<file path="config.mk">
export PLATFORM = sky130hd
export DESIGN_NAME = conv_sequencer
export DESIGN_NICKNAME = d
export VERILOG_FILES = /design/src/rtl/conv_sequencer.sv
export SDC_FILE = /design/constraint.sdc
export NUM_CORES = 1
export LEC_CHECK = 0
export CAP_MARGIN = 20
export CORE_UTILIZATION = 55
export CTS_BUF_LIST = sky130_fd_sc_hd__clkbuf_8
export CTS_CLUSTER_DIAMETER = 40
export DETAILED_ROUTE_END_ITERATION = 8
export GPL_TIMING_DRIVEN = 0
export PLACE_DENSITY = 0.82
export SLEW_MARGIN = 25
export SYNTH_ARGS = -nofsm -noshare
export SYNTH_HDL_FRONTEND = slang
export SYNTH_SLANG_ARGS = --single-unit
</file>
<file path="constraint.sdc">
create_clock -name clk -period 3.38 [get_ports clk]
set_clock_uncertainty 0.1 [all_clocks]
set_input_delay 1.014 -clock clk [delete_from_list [all_inputs] [get_ports clk]]
set_output_delay 1.014 -clock clk [all_outputs]
set_load 0.02 [all_outputs]
</file>
<file path="src/rtl/conv_sequencer.sv">
// Frame sequencer for the KERN_DIM x KERN_DIM convolver: loads the kernel weights,
// then streams one raster-order image and tags every fully valid window with its coordinates.
module conv_sequencer #(
  parameter int KERN_DIM = 3,
  parameter int WIDTH    = 28,
  parameter int HEIGHT   = 28,
  parameter int CNT_BW   = 5,
  parameter int WADDR_BW = 4
) (
  input  logic                clk,
  input  logic                reset,
  input  logic                start,
  input  logic                weight_valid,
  output logic                weight_ready,
  input  logic                pixel_valid,
  output logic                pixel_ready,
  output logic                load_weight,
  output logic [WADDR_BW-1:0] weight_addr,
  output logic                shift_en,
  output logic                out_valid,
  output logic [CNT_BW-1:0]   out_row,
  output logic [CNT_BW-1:0]   out_col,
  output logic                busy,
  output logic                done,
  output logic [1:0]          dbg_state
);

  typedef enum logic [1:0] {
    S_IDLE   = 2'd0,
    S_LOAD_W = 2'd1,
    S_STREAM = 2'd2,
    S_DONE   = 2'd3
  } state_t;

  localparam logic [WADDR_BW-1:0] W_LAST   = WADDR_BW'(KERN_DIM * KERN_DIM - 1);
  localparam logic [CNT_BW-1:0]   COL_LAST = CNT_BW'(WIDTH - 1);
  localparam logic [CNT_BW-1:0]   ROW_LAST = CNT_BW'(HEIGHT - 1);
  localparam logic [CNT_BW-1:0]   K_OFF    = CNT_BW'(KERN_DIM - 1);

  state_t              state;
  logic [WADDR_BW-1:0] w_cnt;
  logic [CNT_BW-1:0]   row;
  logic [CNT_BW-1:0]   col;
  logic                w_hs;
  logic                p_hs;

  // Handshakes: a word transfers in the cycle where valid && ready are both high;
  // ready depends only on state, never on valid, and the strobe is asserted that same cycle.
  assign weight_ready = (state == S_LOAD_W);
  assign pixel_ready  = (state == S_STREAM);
  assign w_hs         = weight_valid && weight_ready;
  assign p_hs         = pixel_valid && pixel_ready;
  assign load_weight  = w_hs;
  assign shift_en     = p_hs;
  assign weight_addr  = w_cnt;
  assign busy         = (state != S_IDLE);
  assign dbg_state    = state;

  always_ff @(posedge clk or posedge reset) begin
    if (reset) begin
      state     <= S_IDLE;
      w_cnt     <= '0;
      row       <= '0;
      col       <= '0;
      out_valid <= 1'b0;
      out_row   <= '0;
      out_col   <= '0;
      done      <= 1'b0;
    end else begin
      out_valid <= 1'b0;
      done      <= 1'b0;
      case (state)
        S_IDLE: begin
          if (start) begin
            state <= S_LOAD_W;
            w_cnt <= '0;
            row   <= '0;
            col   <= '0;
          end
        end
        S_LOAD_W: begin
          if (w_hs) begin
            if (w_cnt == W_LAST) begin
              w_cnt <= '0;
              state <= S_STREAM;
            end else begin
              w_cnt <= w_cnt + 1'b1;
            end
          end
        end
        S_STREAM: begin
          if (p_hs) begin
            // The window is complete once KERN_DIM rows and columns have been shifted in.
            if (row >= K_OFF && col >= K_OFF) begin
              out_valid <= 1'b1;
              out_row   <= row - K_OFF;
              out_col   <= col - K_OFF;
            end
            if (col == COL_LAST) begin
              col <= '0;
              if (row == ROW_LAST) begin
                state <= S_DONE;
                done  <= 1'b1;
              end else begin
                row <= row + 1'b1;
              end
            end else begin
              col <= col + 1'b1;
            end
          end
        end
        S_DONE: begin
          state <= S_IDLE;
        end
        default: begin
          state <= S_IDLE;
        end
      endcase
    end
  end

endmodule

</file>
After elaboration in Yosys (flattened, before gate mapping) --
Index checks and enable logic that the tools add are counted.
Word-level totals: register bits after elaboration 28, output and inout port bits 23, logic and storage cells 66
Operators by class: add/subtract/negate cells 5, magnitude comparators 2, equality and inequality tests 13, muxes and demuxes 26, reductions and logical operators 12
Operator list (count):
- $mux 5 | 6
- $pmux 5 s2 | 2
- $mux 2 | 6
- $mux 4 | 3
- $add 5x1->5 const B | 2
- $eq 5x5->1 const B | 2
- $ge 5x2->1 const B | 2
- $ne 2x1->1 const B | 5
- $sub 5x2->5 const B | 2
- $reduce_and 3->1 | 3
- $pmux 2 s4 | 1
- $pmux 4 s2 | 1
- $mux 1 | 7
- $reduce_and 6->1 | 1
- $reduce_bool 2->1 | 3
- $reduce_and 5->1 | 1
- $add 4x1->4 const B | 1
- $eq 2x2->1 const B | 2
- $eq 4x4->1 const B | 1
- $ne 2x2->1 const B | 2
- $logic_and 1x1->1 | 3
- $eq 2x1->1 const B | 1
- $logic_not 2->1 | 1

Depth between registers and ports, before layout --
Gate-level depths: netlist of run 1.
depth in word-level cells 5, mapped depth 7, gate-level depth less buffers 6

Worst setup path after synthesis of run 1 --
No wires, ideal clock.
kind register to output, from register state[1] (netlist: dbg_state[1]), to output load_weight, arrival time 1.235 ns, data required time 2.266 ns, slack 1.031 ns, cell stages (with the launch flop) 4, cell sequence dfrtp_1 inv_1 ha_1 and2_1
Between the ends: longest elaborated chain between the ends 2
RTL lines:
- start: declaration | RTL line 40 | state_t state;
- start signal: assignment | RTL line 61 | state <= S_IDLE;
- start signal: assignment | RTL line 75 | state <= S_LOAD_W;
- start signal: assignment | RTL line 85 | state <= S_STREAM;
- $eq 2x1->1 | RTL line 49 | assign weight_ready = (state == S_LOAD_W);
- net weight_ready | RTL line 14 | output logic weight_ready,
- $logic_and 1x1->1 | RTL line 51 | assign w_hs = weight_valid && weight_ready;
- end: declaration | RTL line 17 | output logic load_weight,
The timed path passes the listed nets, and every way through them passes these cells.

Worst setup path in the final report of run 1 --
from input pixel_valid, to output shift_en
Between the ends: longest elaborated chain between the ends 1
RTL lines:
- start: declaration | RTL line 15 | input logic pixel_valid,
- $logic_and 1x1->1 | RTL line 52 | assign p_hs = pixel_valid && pixel_ready;
- end: declaration | RTL line 19 | output logic shift_en,
Every way passes these cells.

==> results_dict.tcl, run 1 <==
set metrics [dict create \
    timing.final.ws_setup_ns 0.153 \
    critical_path_class "in -> out" \
    worst_hold_path.endpoint "out_col[3]" \
    rrSetupSlack_ns 1.26 \
    port-buffer-count 27 \
    slew_viol_final 0 \
    drt-total-wl_mm 3.19 \
    crit_slowest_cell "clkdlybuf4s50_1" \
    cp_max_fo 5 \
    finalCritPeriodShare_pct 95.5 \
    cts-root-buf "clkbuf_8" \
    synth.distinct_cells 39 \
    fin_hold_ws_ns 0.411 \
    synth_flop_cell "dfrtp_1" \
    cts_buffer_depth 2 \
    timing.rr.start "dbg_state[0]" \
    final-setup-viol-count 0 \
    cp.buffers_inverters 3 \
    layout-drive-gt1-share_pct 11.3 \
    clk_pin_slew_ns 0.09 \
    period_needed_ns 3.23 \
    hp-class "reg -> reg" \
    hold_buffers 0 \
    ant_nets 0 \
    first_pass_iters 6 \
    dp_slack_ns -0.111 \
    status "finished with violations" \
    synth_edf_count 0 \
    async_reset_ff_share_pct 100 \
    hp-start "out_col[3]" \
    final-hold-violation-count 0 \
    synth_nets 182 \
    p_leak_nw 1.00 \
    fmax_ghz 0.310 \
    start_util_pct 58.9 \
    violations "DRC" \
    syn_to_final_growth_pct 22.9 \
    clock_latency_ns 0.27 \
    cts_tree "yes" \
    worstPathRequired_ns 2.27 \
    grt_max_degree 29 \
    post_cts_buffers 0 \
    peakVddDrop_v 0.000609 \
    fillers 222 \
    relSlewSlack_pct 61.1 \
    grt_pass1_wl_mm 5.43 \
    core_area_um2 2810 \
    cp-end-kind "primary output" \
    post_drt_via_cell_ratio 5.67 \
    grt-ovfl-total 0 \
    cts_buffers 3 \
    drc 6 \
    worst_pin_slew_ns 0.582 \
    rsz0062_at_grt "no" \
    critPathLaunchType "input pin" \
    grt_antenna_before_repair 0 \
    ys_seq_area_share_pct 42.4 \
    synth_area_um2 1650 \
    crit_family "buffers and inverters" \
    nets 214 \
    seq_area_um2 701 \
    die_x_um 56.8 \
    syn_avg_cell_area_um2 10.1 \
    crit_chain "clkdlybuf4s50_1, nand2_1, inv_1, dlygate4sd2_1" \
    reg2reg_to "row[1]" \
    cts.sinks 28 \
    drtIter0Drc 37 \
    reg2regPathDepth 6 \
    vias 1276 \
    hold_path_depth 1 \
    grtUsageTotal_pct 21.5 \
    num_rows 19 \
    dieArea_um2 3230 \
    place.gp.congestion 0.808 \
    ioPinCount 28 \
    power.density_nw_per_um2 825 \
    wl_per_cell_um 14.2 \
    ys.warnings.count 0 \
    cts_max_level 1 \
    max_stage_delay_ns 0.56 \
    drv_cap 0 \
    fp.dieH_um 56.8 \
    critPathArrivalTime_ns 2.11 \
    hpwl_mm 2.39 \
    multi_input_area_um2 867 \
    synth_cells 163 \
    grt_pass1_vias 1261 \
    ys_seq_elements 28 \
    antenna_cells 0 \
]
==> registers in the layout (all words and copies together) (netlist names) <==
register / flops
out_valid: 1
dbg_state: 2
out_col: 5
row: 5
out_row: 5
weight_addr: 4
done: 1
col: 5
==> cells in the mapped netlist, drive strengths merged, types with 2 or more instances <==
master  count  share of area (%)
a21oi       4                1.2
a22o        2                1.1
buf         3               0.83
dfrtp      28                 42
ha         14                 11
inv        19                4.3
mux2        9                6.4
mux2i       4                2.4
nand2      12                2.7
nand2b      6                2.7
nand3       9                2.7
nand4       2               0.76
nor2        7                1.6
nor2b       2               0.76
nor3        4                1.2
o21ai      14                4.2
or4         2               0.91
xor2        4                2.1
==> per-layer routing <==
metal,GRT usage (%),wire [µm],up-vias
li1,-,-,629
met2,37.8,1590,30
met5,0,0,-
met4,8.01,46,0
met1,26.6,1430,610
met3,3.23,121,7
==> worst max-delay path by stage <==
stage	from	endpoint	slack [ns]	cells after the start
5_1_grt	pixel_valid	shift_en	0.09	4
4_1_cts	pixel_valid	shift_en	0.16	4
6_report	pixel_valid	shift_en	0.15	4
3_3_place_gp	pixel_valid	shift_en	-0.10	4
2_1_floorplan	pixel_valid	shift_en	1.03	2
3_5_place_dp	pixel_valid	shift_en	-0.11	4
==> what timing repair did <==
action | in CTS | in global routing
gates resized for setup | 2 | 0
endpoints found under the hold margin | 0 | 0
endpoints found under the setup margin | 2 | 0
==> placed cells by master, fill, tap and decap left out, types with 2 or more instances in the layout <==
master           instances
o21ai_0                 14
nor2b_1                  2
mux2i_1                  4
dlygate4sd2_1            2
a21oi_1                  4
nor2_1                   7
ha_1                    14
nand3_1                  9
mux2_2                   8
clkdlybuf4s50_1         25
nand2_1                 12
nand2b_1                 5
a22o_1                   2
nor3_1                   4
dfrtp_1                 28
xor2_1                   4
inv_1                   18
clkbuf_8                 3
buf_2                    2
nand4_1                  2
or4_1                    2
==> cells by family after synthesis <==
family                     Yosys count  share of synthesized area [%]
AOI/OAI and AO/OA                   32                           13.6
xor gates and xnor gates             4                           2.12
adders and majority gates           14                           10.6
buffers and inverters               22                           5.15
DFF                                 28                           42.4
muxes                               13                           8.78
and+or+nand+nor                     50                           17.3
==> power by group <==
group / switching, W / internal, W
Sequential: 0.0000906 / 0.000431
Clock: 0.000103 / 0.000159
Combinational: 0.000481 / 0.000412
==> worst reg2reg max path, stage by stage (launching register included) <==
cell and delay [ns]:
dfrtp_1 0.40, inv_1 0.10, ha_1 0.27, buf_1 0.28, a211oi_2 0.44, a21boi_0 0.31, o22ai_1 0.12
==> final cells by class <==
cell class,instances,area share (%)
multi-input combinational,113,42.7
sequential,28,34.5
clock inverter,1,1.48
timing repair buffer,27,13.2
clock buffer,3,2.03
buffer,3,0.678
tap,31,1.91
inverter,19,3.51
==> stage by stage <==
| stage | utilization [%] | instance area [µm²] | setup TNS (ns) | cells | power, W |
|---|---|---|---|---|---|
| 2_1_floorplan | - | 1650 | 0 | 163 | 0.00110 |
| 3_3_place_gp | 69.9 | 1960 | -0.124 | 221 | 0.00139 |
| 3_5_place_dp | 69.9 | 1960 | -0.141 | 221 | 0.00142 |
| 4_1_cts | 72.4 | 2030 | 0 | 225 | 0.00169 |
| 5_1_grt | 72.4 | 2030 | 0 | 225 | 0.00179 |
| 6_report | 72.4 | 2030 | 0 | 225 | 0.00168 |
(Power assumes the default switching activity.)
==> run 2, diff against run 1 <==
--- a/config.mk
+++ b/config.mk
@@ -6,6 +6,7 @@
 export NUM_CORES = 1
 export LEC_CHECK = 0
 export CAP_MARGIN = 20
+export CORE_ASPECT_RATIO = 0.9
 export CORE_UTILIZATION = 55
 export CTS_BUF_LIST = sky130_fd_sc_hd__clkbuf_8
 export CTS_CLUSTER_DIAMETER = 40
==> results_dict.tcl, run 2 (synthesis gave the netlist of run 1 again) <==
set metrics [dict create \
    cp_max_fo 5 \
    period_needed_ns 3.21 \
    critPathLaunchType "input pin" \
    dp_slack_ns -0.102 \
    hp-class "reg -> reg" \
    power.density_nw_per_um2 800 \
    dieArea_um2 3230 \
    antenna_cells 0 \
    grt_pass1_wl_mm 5.49 \
    drt-total-wl_mm 3.22 \
    grt_antenna_before_repair 0 \
    fp.dieH_um 54.0 \
    ant_nets 0 \
    post_drt_via_cell_ratio 5.62 \
    slew_viol_final 0 \
    drtIter0Drc 67 \
    num_rows 18 \
    cts_buffers 3 \
    cts.sinks 28 \
    mostFrequentLayoutCells "dfrtp_1 (28), clkdlybuf4s50_1 (25), inv_1 (18)" \
    syn_to_final_growth_pct 22.6 \
    final-setup-viol-count 0 \
    p_leak_nw 0.994 \
    drc 0 \
    grtUsageTotal_pct 23.1 \
    final_common_cell "dfrtp_1" \
    place.gp.congestion 0.862 \
    rsz0062_at_grt "no" \
    cts_max_level 1 \
    clk_pin_slew_ns 0.09 \
    stdcell_count 234 \
    die_x_um 59.8 \
    fmax_ghz 0.312 \
    grt-ovfl-total 0 \
    grt_pass1_vias 1226 \
    cts_buffer_depth 2 \
    relSlewSlack_pct 62.1 \
    ioPinCount 28 \
    wl_per_cell_um 13.8 \
    cts_tree "yes" \
    critPathArrivalTime_ns 2.10 \
    status "completed" \
    drv_cap 0 \
    clock_latency_ns 0.27 \
    peakVddDrop_v 0.000582 \
    worst_pin_slew_ns 0.568 \
    nets 214 \
    grt_max_degree 29 \
    critical_path_class "in -> out" \
    finalCritPeriodShare_pct 95.0 \
    layout-drive-gt1-share_pct 11.3 \
    dpl.cell_count 230 \
    p_total_w 0.00162 \
    vias 1316 \
    first_pass_iters 4 \
    timing.final.ws_setup_ns 0.170 \
    port-buffer-count 27 \
    core_area_um2 2790 \
    start_util_pct 59.2 \
    hpwl_mm 2.44 \
    final_util_pct 72.5 \
    worstPathRequired_ns 2.27 \
    final-hold-violation-count 0 \
    cts-root-buf "clkbuf_8" \
    fin_hold_ws_ns 0.414 \
    cp-end-kind "primary output" \
]
[run 2: cell types whose count changed in the layout (fill, tap and decap cells not counted)]
cell       change
bufinv_16      -1
clkbuf_8       +1
[run 2: power by group]
group	internal [W]	total [W]	switching, W
registers	0.000431	0.000520	0.0000891
logic	0.000412	0.000898	0.000486
clock network	0.000104	0.000202	0.0000979
[run 2: repair_timing]
action | 4_1_cts | 5_1_grt
hold buffers | 0 | 0
resized for setup | 2 | 0
buffers inserted | 0 | 0
endpoints found under the setup margin | 2 | 0
[run 2: layout make-up]
cell class | count | area, µm²
sequential | 28 | 701
buffer | 3 | 13.8
clock buffer | 4 | 55.1
inverter | 19 | 71.3
timing repair buffer | 27 | 268
tap | 40 | 50.0
fill | 215 | 767
multi-input combinational | 113 | 867
[run 2: path summary, 6_finish.rpt]
kind / startpoint / to / slack, ns / depth (start not counted)
max in group asynchronous: reset / out_col[1] / 1.77 / 2
max: pixel_valid / shift_en / 0.17 / 4
min: out_col[1] / out_col[1] / 0.41 / 1
min reg2reg: out_col[1] / out_col[1] / 0.41 / 1
min in group asynchronous: reset / out_row[1] / 1.03 / 2
max reg2reg: dbg_state[0] / row[1] / 1.24 / 6
[run 2: per-stage QoR]
step / cell area (µm²) / TNS [ns]
2_1_floorplan: 1650 / 0
6_report: 2030 / 0
4_1_cts: 2030 / 0
3_5_place_dp: 1970 / -0.150
3_3_place_gp: 1970 / -0.126
5_1_grt: 2030 / 0
[run 2: metal layers]
metal	track usage, %	routed length, µm	vias up
met3	4.57	120	0
met4	4.26	0	0
met2	42.0	1700	33
met1	28.5	1400	652
met5	0	0	-
li1	-	-	631
[run 2: worst max-delay path, cell delays in order]
cell	delay [ns]
clkdlybuf4s50_1	0.54
nand2_1	0.11
inv_1	0.09
dlygate4sd2_1	0.33
